`config.mk`:
```
export PLATFORM = sky130hd
export DESIGN_NAME = data_bus_bridge
export DESIGN_NICKNAME = d
export VERILOG_FILES = /design/src/rtl/data_bus_bridge_pkg.sv /design/src/rtl/data_bus_bridge_lane_align.sv /design/src/rtl/data_bus_bridge.sv
export SDC_FILE = /design/constraint.sdc
export NUM_CORES = 1
export LEC_CHECK = 0
export ABC_AREA = 1
export CAP_MARGIN = 25
export CORE_ASPECT_RATIO = 1.75
export CORE_MARGIN = 1.5
export CORE_UTILIZATION = 49
export DETAILED_ROUTE_END_ITERATION = 6
export PLACE_DENSITY = 0.91
export SYNTH_ARGS = -nofsm -noshare
export SYNTH_HDL_FRONTEND = slang
export SYNTH_SLANG_ARGS = --single-unit
```
`constraint.sdc`:
```
create_clock -name clk -period 4.6 [get_ports clk]
set_clock_uncertainty 0.1 [all_clocks]
set_input_delay 0.46 -clock clk [delete_from_list [all_inputs] [get_ports clk]]
set_output_delay 0.46 -clock clk [all_outputs]
set_load 0.01 [all_outputs]
```
`src/rtl/data_bus_bridge_pkg.sv`:
```
// Shared encodings for the data-bus bridge: request types, access sizes, byte enables
// and the alignment rule applied when a request is accepted.
package data_bus_bridge_pkg;

  typedef enum logic [1:0] {
    MEM_ACCESS_NONE = 2'd0,
    MEM_ACCESS_R    = 2'd1,
    MEM_ACCESS_W    = 2'd2,
    MEM_ACCESS_X    = 2'd3
  } mem_access_t;

  typedef enum logic [1:0] {
    MEM_LEN_BYTE = 2'd0,
    MEM_LEN_HALF = 2'd1,
    MEM_LEN_WORD = 2'd2
  } mem_len_t;

  typedef logic [3:0] mem_be_t;

  function automatic logic misaligned(input mem_len_t len, input logic [1:0] lo);
    case (len)
      MEM_LEN_BYTE: return 1'b0;
      MEM_LEN_HALF: return lo[0];
      default:      return lo != 2'b00;
    endcase
  endfunction

endpackage

```
`src/rtl/data_bus_bridge_lane_align.sv`:
```
// Little-endian lane steering: byte enables and replicated store data for writes,
// lane extraction with zero/sign extension for reads.
module bus_lane_align
  import data_bus_bridge_pkg::*;
(
  input  logic [1:0]  addr_lo_i,
  input  mem_len_t    len_i,
  input  logic        signed_i,
  input  logic [31:0] wdata_i,
  input  logic [31:0] rdata_i,
  output mem_be_t     be_o,
  output logic [31:0] wdata_o,
  output logic [31:0] rdata_o
);

  logic [7:0]  byte_field;
  logic [15:0] half_field;

  assign byte_field = rdata_i[{addr_lo_i, 3'b000} +: 8];
  assign half_field = addr_lo_i[1] ? rdata_i[31:16] : rdata_i[15:0];

  always_comb begin
    be_o    = 4'b1111;
    wdata_o = wdata_i;
    rdata_o = rdata_i;
    case (len_i)
      MEM_LEN_BYTE: begin
        be_o    = 4'b0001 << addr_lo_i;
        wdata_o = {4{wdata_i[7:0]}};
        rdata_o = {{24{signed_i & byte_field[7]}}, byte_field};
      end
      MEM_LEN_HALF: begin
        be_o    = addr_lo_i[1] ? 4'b1100 : 4'b0011;
        wdata_o = {2{wdata_i[15:0]}};
        rdata_o = {{16{signed_i & half_field[15]}}, half_field};
      end
      default: ;
    endcase
  end

endmodule

```
`src/rtl/data_bus_bridge.sv`:
```
// Bridges single-outstanding bus requests onto a fixed-latency synchronous SRAM,
// with alignment/range faulting at acceptance and a one-cycle ready pulse.
module data_bus_bridge
  import data_bus_bridge_pkg::*;
#(
  parameter int ADDR_WIDTH = 14,
  parameter int RD_LATENCY = 1
) (
  input  logic                  clk,
  input  logic                  res,
  input  logic [31:0]           bus_addr,
  input  logic [31:0]           bus_wdata,
  input  mem_access_t           bus_accessType,
  input  mem_len_t              bus_memLen,
  input  logic                  bus_signed,
  output logic [31:0]           bus_rdata,
  output logic                  bus_ready,
  output logic                  bus_fault,
  output logic                  mem_en,
  output logic                  mem_we,
  output mem_be_t               mem_be,
  output logic [ADDR_WIDTH-1:0] mem_addr,
  output logic [31:0]           mem_wdata,
  input  logic [31:0]           mem_rdata
);

  typedef enum logic [1:0] {S_IDLE, S_ISSUE, S_WAIT, S_DONE} state_t;

  state_t                state_q, state_d;
  logic [1:0]            lo_q, lo_d;
  mem_len_t              len_q, len_d;
  logic                  sgn_q, sgn_d;
  logic [2:0]            cnt_q, cnt_d;
  logic                  en_q, en_d, we_q, we_d;
  mem_be_t               be_q, be_d;
  logic [ADDR_WIDTH-1:0] maddr_q, maddr_d;
  logic [31:0]           mwdata_q, mwdata_d;
  logic [31:0]           rdata_q, rdata_d;
  logic                  ready_q, ready_d, fault_q, fault_d;

  logic        idle, req, acc_fault;
  mem_len_t    eff_len, al_len;
  logic [1:0]  al_lo;
  logic        al_sgn;
  mem_be_t     al_be;
  logic [31:0] al_wdata, al_rdata;

  // The aligner sees the live request while idle (store steering) and the
  // latched request afterwards (load extraction).
  assign idle      = (state_q == S_IDLE);
  assign req       = (bus_accessType != MEM_ACCESS_NONE);
  assign eff_len   = (bus_accessType == MEM_ACCESS_X) ? MEM_LEN_WORD : bus_memLen;
  assign acc_fault = misaligned(eff_len, bus_addr[1:0]) ||
                     (bus_addr[31:ADDR_WIDTH+2] != '0);
  assign al_lo     = idle ? bus_addr[1:0] : lo_q;
  assign al_len    = idle ? eff_len : len_q;
  assign al_sgn    = idle ? bus_signed : sgn_q;

  bus_lane_align u_align (
    .addr_lo_i (al_lo),
    .len_i     (al_len),
    .signed_i  (al_sgn),
    .wdata_i   (bus_wdata),
    .rdata_i   (mem_rdata),
    .be_o      (al_be),
    .wdata_o   (al_wdata),
    .rdata_o   (al_rdata)
  );

  always_ff @(posedge clk or posedge res) begin
    if (res) begin
      state_q  <= S_IDLE;
      lo_q     <= '0;
      len_q    <= MEM_LEN_BYTE;
      sgn_q    <= 1'b0;
      cnt_q    <= '0;
      en_q     <= 1'b0;
      we_q     <= 1'b0;
      be_q     <= '0;
      maddr_q  <= '0;
      mwdata_q <= '0;
      rdata_q  <= '0;
      ready_q  <= 1'b0;
      fault_q  <= 1'b0;
    end else begin
      state_q  <= state_d;
      lo_q     <= lo_d;
      len_q    <= len_d;
      sgn_q    <= sgn_d;
      cnt_q    <= cnt_d;
      en_q     <= en_d;
      we_q     <= we_d;
      be_q     <= be_d;
      maddr_q  <= maddr_d;
      mwdata_q <= mwdata_d;
      rdata_q  <= rdata_d;
      ready_q  <= ready_d;
      fault_q  <= fault_d;
    end
  end

  always_comb begin
    state_d  = state_q;
    lo_d     = lo_q;
    len_d    = len_q;
    sgn_d    = sgn_q;
    cnt_d    = cnt_q;
    en_d     = 1'b0;
    we_d     = 1'b0;
    be_d     = be_q;
    maddr_d  = maddr_q;
    mwdata_d = mwdata_q;
    rdata_d  = rdata_q;
    ready_d  = 1'b0;
    fault_d  = 1'b0;
    case (state_q)
      S_IDLE: begin
        if (req) begin
          lo_d  = bus_addr[1:0];
          len_d = eff_len;
          sgn_d = bus_signed;
          if (acc_fault) begin
            state_d = S_DONE;
            ready_d = 1'b1;
            fault_d = 1'b1;
            rdata_d = '0;
          end else begin
            // SRAM strobes are registered here so they are valid for the whole ISSUE cycle.
            state_d  = S_ISSUE;
            en_d     = 1'b1;
            we_d     = (bus_accessType == MEM_ACCESS_W);
            be_d     = (bus_accessType == MEM_ACCESS_W) ? al_be : 4'b1111;
            maddr_d  = bus_addr[ADDR_WIDTH+1:2];
            mwdata_d = al_wdata;
          end
        end
      end
      S_ISSUE: begin
        cnt_d = 3'(RD_LATENCY);
        if (we_q) begin
          state_d = S_DONE;
          ready_d = 1'b1;
        end else begin
          state_d = S_WAIT;
        end
      end
      S_WAIT: begin
        cnt_d = cnt_q - 3'd1;
        if (cnt_q == 3'd1) begin
          state_d = S_DONE;
          ready_d = 1'b1;
          rdata_d = al_rdata;
        end
      end
      S_DONE: state_d = S_IDLE;
      default: state_d = S_IDLE;
    endcase
  end

  assign bus_rdata = rdata_q;
  assign bus_ready = ready_q;
  assign bus_fault = fault_q;
  assign mem_en    = en_q;
  assign mem_we    = we_q;
  assign mem_be    = be_q;
  assign mem_addr  = maddr_q;
  assign mem_wdata = mwdata_q;

endmodule

```
-- Word-level counts from Yosys, hierarchy flattened
Cells that the tools add are included.
- register bits after elaboration: 96
- input port bits: 103
- output and inout bits: 86
- word-level logic and storage cells: 76
- add/sub/neg operators: 1
- eq/ne operators: 11
- shifts and indexed selects: 2
- mux-type cells: 33
- bitwise gates (word level): 3
- reductions and logical operators: 13
- operator list (cell ; number):
    32-bit case mux with 2 select lines ; 3
    32-bit 2-to-1 mux ; 3
    32-bit by 6-bit indexed part select with 8-bit output ; 1
    16-bit 2-to-1 mux ; 1
    16-bit nonzero test ; 1
    1-bit 2-to-1 mux ; 13
    2-bit 2-to-1 mux ; 6
    2-bit equality test (second input constant) ; 4
    4-bit 2-to-1 mux ; 2
    2-bit case mux with 4 select lines ; 1
    4-bit case mux with 2 select lines ; 1
    2-bit nonzero test ; 4
    2-bit by 1-bit equality test with 1-bit output (second input constant) ; 3
    2-bit zero test ; 3
    3-bit case mux with 2 select lines ; 1
    2-bit by 1-bit inequality test with 1-bit output (second input constant) ; 2
    2-bit AND reduction ; 2
    4-bit AND reduction ; 1
    1-bit by 2-bit left shift with 4-bit output (first input constant) ; 1
    3-bit by 1-bit equality test with 1-bit output (second input constant) ; 1
    1-bit case mux with 3 select lines ; 1
    3-bit AND reduction ; 1
    3-bit by 1-bit subtractor with 3-bit output (second input constant) ; 1
    1-bit AND ; 2
    4 further kinds ; 4

-- Depth between registers and ports, before layout
Gate-level depths: netlist of the first run.
- word-level depth: 8
- gate-level depth with buffers: 15
- mapped depth without buffers: 14

-- Hierarchy
Synthesis of the first run repeated with hierarchy kept, for this count alone.
- cells, all modules: 871
- area total of the unflattened synthesis: 5985.7 µm²
- by module, submodules not included (module ; times used ; cells each ; area each (µm²) ; sequential area each (µm²)):
    data_bus_bridge ; 1 ; 644 ; 4904.7 ; 2402.3
    bus_lane_align ; 1 ; 227 ; 1081.0 ; 0.0

-- Least setup slack after synthesis of the first run
OpenSTA, ideal clock, no wires.
- path type: register -> register
- start: reg state_q[0]
- end: reg rdata_q[16], in the netlist bus_rdata[16]
- library setup time: 0.119 ns
- data arrival time: 1.747 ns
- data required time: 4.381 ns
- slack: 2.634 ns
- cell stages (with the launch flop): 11
- buffers on the path: 2
- cells stage by stage: dfrtp_1 -> inv_1 -> ha_1 -> buf_6 -> o21ai_2 -> nand2_1 -> nand4_4 -> nand2_2 -> nor2_4 -> buf_6 -> o21ai_2
- cells in the longest elaborated chain, start to end: 7
- elaborated cells between the ends (all ways): 19
- classes of those cells: 5 x eq/ne; 1 x shift; 7 x mux; 2 x bitwise; 4 x reduce/logical
- ends and longest elaborated chain (element ; RTL line ; source):
    start, declared ; data_bus_bridge.sv:29 ; state_t state_q, state_d;
    start signal, assigned ; data_bus_bridge.sv:86 ; state_q <= state_d;
    2-bit zero test ; data_bus_bridge.sv:50, data_bus_bridge.sv:116 ;
    2-bit 2-to-1 mux ; data_bus_bridge.sv:55 ; assign al_lo = idle ? bus_addr[1:0] : lo_q;
    32-bit by 6-bit indexed part select with 8-bit output / 16-bit 2-to-1 mux (equally long branches) ; data_bus_bridge_lane_align.sv:19, data_bus_bridge_lane_align.sv:20 ;
    1-bit AND, on equally long branches ; data_bus_bridge_lane_align.sv:30, data_bus_bridge_lane_align.sv:35 ;
    32-bit case mux with 2 select lines ; data_bus_bridge_lane_align.sv:26 ; case (len_i)
    32-bit 2-to-1 mux ; data_bus_bridge.sv:149 ; if (cnt_q == 3'd1) begin
    32-bit case mux with 2 select lines ; data_bus_bridge.sv:116 ; case (state_q)
    end signal, assigned ; data_bus_bridge.sv:96 ; rdata_q <= rdata_d;
    end, declared ; data_bus_bridge.sv:38 ; logic [31:0] rdata_q, rdata_d;
Several ways; a longest one is shown, not always the timed one. The select of a mux whose other input is x is not followed.
A chain may end at the register's enable or synchronous reset.

-- Worst setup path in the final report of the first run
- start: reg state_q[0]
- end: reg rdata_q[30], in the netlist bus_rdata[30]
The elaborated chain is that of the path after synthesis.

==> results of run 1 <==
kinds of logic (layout without fill, tap and decap cells):
group / Yosys count / in the layout / share of synthesized area (%)
AOI/OAI and AO/OA: 124 / 124 / 13.5
adders and majority gates: 6 / 6 / 1.44
and+or+nand+nor: 364 / 364 / 29.8
xor gates and xnor gates: 1 / 1 / 0.168
DFF: 96 / 96 / 46.1
buffers and inverters: 104 / 277 / 9.00
final timing paths:
kind / startpoint / end / depth (start not counted)
setup reg to reg: state_q[0] / bus_rdata[30] / 10
hold / removal: bus_rdata[8] / bus_rdata[8] / 2
max in group asynchronous: res / bus_fault / 3
hold reg to reg: bus_rdata[8] / bus_rdata[8] / 2
min in group asynchronous: res / mem_addr[0] / 2
setup / recovery: state_q[0] / bus_rdata[30] / 10
synth_stat cells (2+ instances only):
cell and number:
o22ai_1 2, nand2_2 6, nand2_1 252, nand3_1 32, a21oi_1 20, inv_1 63
clkbuf_1 11, o21ai_0 67, a31oi_1 10, nor2_1 38, nor2_2 2, or2_2 6
buf_4 7, nand2_4 2, buf_6 5, buf_1 2, o211ai_1 7, nand4_1 18
dfrtp_1 96, o21ai_1 4, inv_2 4, ha_1 6, nand3_2 3, o21ai_2 12
buf_2 9
per-stage QoR:
step	utilization, %	area [um^2]
floorplan	-	5220
global placement	68.7	7080
detailed placement	68.7	7080
CTS	71.6	7370
global route	71.6	7370
finish	71.6	7370
placed cells by master, fill, tap and decap left out, drive strengths merged:
| master | netlist | routed |
|---|---|---|
| nand2 | 260 | 260 |
| clkdlybuf4s50 | 0 | 188 |
| dfrtp | 96 | 96 |
| o21ai | 83 | 83 |
| inv | 68 | 71 |
| nor2 | 41 | 41 |
| nand3 | 35 | 35 |
| a21oi | 21 | 21 |
| nand4 | 19 | 19 |
| a31oi | 10 | 10 |
| clkbuf | 12 | 9 |
| o211ai | 7 | 7 |
| or2 | 6 | 6 |
| ha | 6 | 6 |
| buf | 23 | 4 |
| clkinv | 1 | 4 |
| o22ai | 2 | 2 |
| nor3b | 1 | 1 |
| xor2 | 1 | 1 |
| a22oi | 1 | 1 |
| nand3b | 1 | 1 |
| nor4 | 1 | 1 |
| clkinvlp | 0 | 1 |
layer usage:
| layer | vias up | wire length (um) |
|---|---|---|
| li1 | 2560 | - |
| met1 | 2378 | 5420 |
| met2 | 240 | 8410 |
| met3 | 54 | 984 |
| met4 | 0 | 678 |
| met5 | - | 0 |
worst register-to-register path, stage by stage, from the launching register on:
cell     delay, ns
dfrtp_1       0.41
inv_1         0.13
ha_1          0.42
inv_2         0.16
nand2_1       0.14
nand2_4       0.28
nor2_2        0.80
nand4_4       0.29
nand2_2       0.16
nor2_4        0.11
o21ai_0       0.24
registers in the layout, summed over array words and instances, names as in the netlist, 2 cells and up:
register	flops
bus_rdata	32
mem_be	4
len_q	2
mem_addr	14
lo_q	2
mem_wdata	32
cnt_q	3
state_q	2
power by group:
group | internal (uW) | switching (uW)
Sequential | 969 | 60.0
Clock | 379 | 362
Combinational | 643 | 1300
Total | 1990 | 1720
layout make-up:
class | count | area, um^2
clock buffer | 9 | 225
clock inverter | 7 | 63.8
fill | 803 | 2930
inverter | 69 | 264
multi-input combinational | 495 | 2340
sequential | 96 | 2400
tap | 127 | 159
timing repair buffer | 192 | 1910
==> flow_metrics.py, run 1 <==
metrics = {
    "clocking": {
        "cts_hold_buf": 0,
        "cts_setup_buffers": 0,
        "cts-resized-gates": 0,
        "clock_latency_ns": 0.35,
        "clockBufferDepth": 2,
        "clock-root-buffer": "clkbuf_16",
        "cts_tree": "yes",
        "ctsHtreeMaxLevel": 3,
        "cts_buffers": 9,
        "cts.clk_slew.worst_paths_ns": 0.07,
        "clock-sinks": 96,
    },
    "sta": {
        "worst_slew_pin_slew_ns": 0.887,
        "grt_setup_unrepaired": "false",
        "hold_slack_ns": 0.382,
        "final-setup-viol-count": 0,
        "final.period_utilization_pct": 72.7,
        "setup_ws_ns": 1.26,
        "hold_violations": 0,
        "fmax_mhz": 299,
        "drv_slew": 0,
        "setup_tns_ns": 0,
        "maxSlewHeadroom_pct": 40.9,
        "min_period_ns": 3.34,
    },
    "yosys": {
        "synthTopCellsByArea": "dfrtp_1 (46%), nand2_1 (18%), o21ai_0 (6.4%)",
        "async_flop_share_pct": 100,
        "yosys.area.top_type_share_pct": 46.1,
        "synth_seq_cells": 96,
        "ys_seq_area_share_pct": 46.1,
        "yosys_warnings": 0,
        "syn_avg_cell_area_um2": 7.50,
        "yosysTopAreaCell": "dfrtp_1",
        "synth.cell_area_mm2": 0.00522,
        "ys.flop_type": "dfrtp_1",
        "synth_nets": 804,
        "syn-instance-count": 695,
        "synth.distinct_cells": 36,
        "synth-edff-count": 0,
    },
    "detailed_routing": {
        "drtPass1Iterations": 5,
        "drc": 0,
        "drtIter0Drc": 427,
        "vias": 5232,
        "antenna_left": 0,
        "wl_mm": 15.5,
        "avgViaCountPerCell": 5.26,
        "wl_per_cell_um": 15.6,
    },
    "finish": {
        "area_growth_pct": 41.3,
        "fin_cells": 995,
        "antenna_cells": 0,
        "final_net_count": 972,
        "layout-drive-gt1-share_pct": 6.91,
    },
    "placement": {
        "routabilityCongestion": 0.876,
        "io_buffers": 188,
        "post-dp-hpwl_mm": 11.5,
        "pre_cts_ws_ns": 1.32,
        "dp.cells": 979,
    },
    "critical_path": {
        "required_ns": 4.76,
        "worstPathCellList": "inv_1, ha_1, inv_2, nand2_1, nand2_4, nor2_2, nand4_4, nand2_2, nor2_4, o21ai_0",
        "cp_max_fo": 45,
        "cp-start-kind": "register",
        "critPathBufInv": 2,
        "cp.arrival_ns": 3.51,
        "r2r_setup_slack_ns": 1.26,
        "max_stage_delay_ns": 0.77,
        "end_kind": "register",
        "cp_slowest_cell": "nor2_2",
        "crit_family": "simple AND/OR/NAND/NOR gates",
        "criticalPathCategory": "reg2reg",
    },
    "floorplan": {
        "core_mm2": 0.0103,
        "fp.dieW_um": 81.0,
        "die-area_mm2": 0.0113,
        "io_pins": 189,
        "rows": 49,
        "dieHeight_um": 139,
        "start_util_pct": 50.6,
    },
    "grt": {
        "grt_use_total_pct": 28.7,
        "antenna_found_initial": 0,
        "grt_first_pass_wirelength_mm": 24.8,
        "grt-ovfl-total": 0,
        "gr-max-usage-layer": "met2",
        "grtUsageMet3_pct": 5.84,
        "use_met2_pct": 50.4,
        "grt_max_degree": 71,
        "grt_pass1_vias": 5137,
        "grt_use_met1_pct": 31.4,
    },
    "power": {
        "power.leakage_uw": 0.00357,
        "max-vdd-ir-drop_uv": 376,
        "p_total_uw": 3720,
        "powerDensity_mw_per_mm2": 504,
    },
    "hold_path": {
        "min_path_type": "reg2reg",
    },
    "status": {
        "status": "finished clean",
    },
    "run": {
        "max_cap_viol_count": 0,
    },
}
No activity file was read; power rests on OpenSTA's default activity.
==> run 2, diff against run 1 <==
Settings changed: CORE_UTILIZATION 49 to 41, PLACE_DENSITY 0.91 to 0.81.
Clock period 4.6 ns to 2.9 ns, I/O delays scaled along.
==> flow_metrics.py, run 2 (synthesis gave the netlist of run 1 again) <==
metrics = {
    "status": {
        "status": "finished clean",
    },
    "finish": {
        "antenna_cells": 0,
        "mostFrequentLayoutCell": "nand2_1",
        "utilization_pct": 61.6,
        "final_cell_mix": "nand2_1 (252), clkdlybuf4s50_1 (188), dfrtp_1 (96), o21ai_0 (67), inv_1 (62)",
        "area_growth_pct": 46.8,
        "final_net_count": 987,
        "layout-drive-gt1-share_pct": 8.49,
        "fin_cells": 1051,
    },
    "grt": {
        "grt_use_total_pct": 24.1,
        "grt_max_degree": 53,
        "grt-ovfl-total": 0,
        "grt_pass1_vias": 5301,
        "grt_first_pass_wirelength_mm": 25.3,
        "antenna_found_initial": 0,
    },
    "sta": {
        "worst_slew_pin_slew_ns": 0.645,
        "hold_violations": 0,
        "grt_setup_unrepaired": "false",
        "drv_slew": 0,
        "setup_tns_ns": 0,
        "setup_ws_ns": 0.395,
        "min_period_ns": 2.51,
        "final-setup-viol-count": 0,
        "fmax_mhz": 399,
        "final.period_utilization_pct": 86.4,
        "maxSlewHeadroom_pct": 57.0,
    },
    "power": {
        "max-vdd-ir-drop_uv": 449,
        "power.leakage_uw": 0.00368,
        "powerDensity_mw_per_mm2": 839,
    },
    "critical_path": {
        "cp_max_fo": 12,
        "required_ns": 3.08,
        "cp-start-kind": "register",
        "r2r_setup_slack_ns": 0.39,
        "cp.arrival_ns": 2.68,
        "criticalPathCategory": "reg2reg",
        "end_kind": "register",
    },
    "detailed_routing": {
        "wl_mm": 15.7,
        "antenna_left": 0,
        "drtPass1Iterations": 6,
        "drc": 0,
        "vias": 5344,
        "wl_per_cell_um": 15.0,
        "avgViaCountPerCell": 5.08,
        "drtIter0Drc": 398,
    },
    "placement": {
        "io_buffers": 188,
        "pre_cts_ws_ns": 0.235,
        "post-dp-hpwl_mm": 11.8,
        "routabilityCongestion": 0.957,
        "dp.cells": 1033,
    },
    "clocking": {
        "ctsHtreeMaxLevel": 3,
        "clock-root-buffer": "clkbuf_16",
        "cts.clk_slew.worst_paths_ns": 0.07,
        "clock_latency_ns": 0.35,
        "cts_hold_buf": 0,
        "clockBufferDepth": 2,
        "cts_buffers": 9,
        "cts_tree": "yes",
        "clock-sinks": 96,
    },
    "floorplan": {
        "dieHeight_um": 152,
        "io_pins": 189,
        "core_mm2": 0.0124,
        "start_util_pct": 41.9,
        "fp.dieW_um": 88.3,
        "die-area_mm2": 0.0134,
        "rows": 54,
    },
    "hold_path": {
        "min_path_type": "in2async",
    },
    "run": {
        "max_cap_viol_count": 0,
    },
}
==> run 2: cell count changes in the layout (fill, tap and decap cells not counted), moves of 3 or more <==
cell       delta
buf_12        +5
buf_4        +10
bufinv_16     +3
inv_8         -3
==> run 2: critical path, cell delays in order, from the launching register on <==
cell     delay (ns)
dfrtp_1        0.41
inv_1          0.12
ha_2           0.32
inv_2          0.13
nand2_1        0.10
nand2_2        0.20
nor2_2         0.26
nand4_4        0.21
nand2_2        0.14
nor2_4         0.06
buf_12         0.14
buf_12         0.13
o21ai_2        0.11
==> run 2: where the power goes <==
| group | total, uW | internal (uW) | switching (uW) |
|---|---|---|---|
| Sequential | 1640 | 1540 | 100 |
| Clock | 1380 | 848 | 532 |
| Combinational | 3400 | 1270 | 2130 |
| Total | 6420 | 3660 | 2760 |
==> run 2: repair_timing <==
item | 4_1_cts | 5_1_grt
setup endpoints to repair | 0 | 2
buffers inserted | 0 | 2
gates resized for setup | 0 | 1
==> run 2: layout make-up <==
| type | count | area [um^2] |
|---|---|---|
| Multi-Input combinational cell | 495 | 2350 |
| Clock inverter | 6 | 115 |
| Inverter | 69 | 264 |
| Sequential cell | 96 | 2400 |
| Clock buffer | 10 | 229 |
| Fill cell | 1117 | 4780 |
| Timing Repair Buffer | 207 | 2090 |
| Tap cell | 168 | 210 |
==> run 2: metrics by stage <==
stage	power, uW	instance area [um^2]	hold WS [ns]
floorplan	3940	5220	0.261
CTS	6310	7610	0.318
finish	6420	7650	0.285
global route	6870	7650	0.349
detailed placement	4910	7270	0.365
global placement	4860	7270	0.360
==> run 2: path summary, 6_finish.rpt <==
| check | startpoint | endpoint | cells after the start |
|---|---|---|---|
| min in group clk | bus_addr[6] | mem_addr[4] | 3 |
| max reg2reg | state_q[1] | bus_rdata[16] | 12 |
| min | res | mem_addr[2] | 2 |
| max in group asynchronous | res | mem_be[3] | 3 |
| min reg2reg | mem_addr[10] | mem_addr[10] | 2 |
| max | state_q[1] | bus_rdata[16] | 12 |
==> run 2: routing by layer <==
metal | up-vias | share of wire [%] | global-route usage [%]
li1 | 2594 | - | -
met1 | 2479 | 36 | 26.5
met2 | 219 | 54 | 43.2
met3 | 52 | 5.6 | 4.93
met4 | 0 | 4.0 | 10.7
met5 | - | 0 | 0
==> run 3, diff against run 2 <==
Settings changed: CAP_MARGIN 25 to 20.
==> results of run 3 <==
Same layout as run 2: the final DEF is identical, and so are final timing and power.
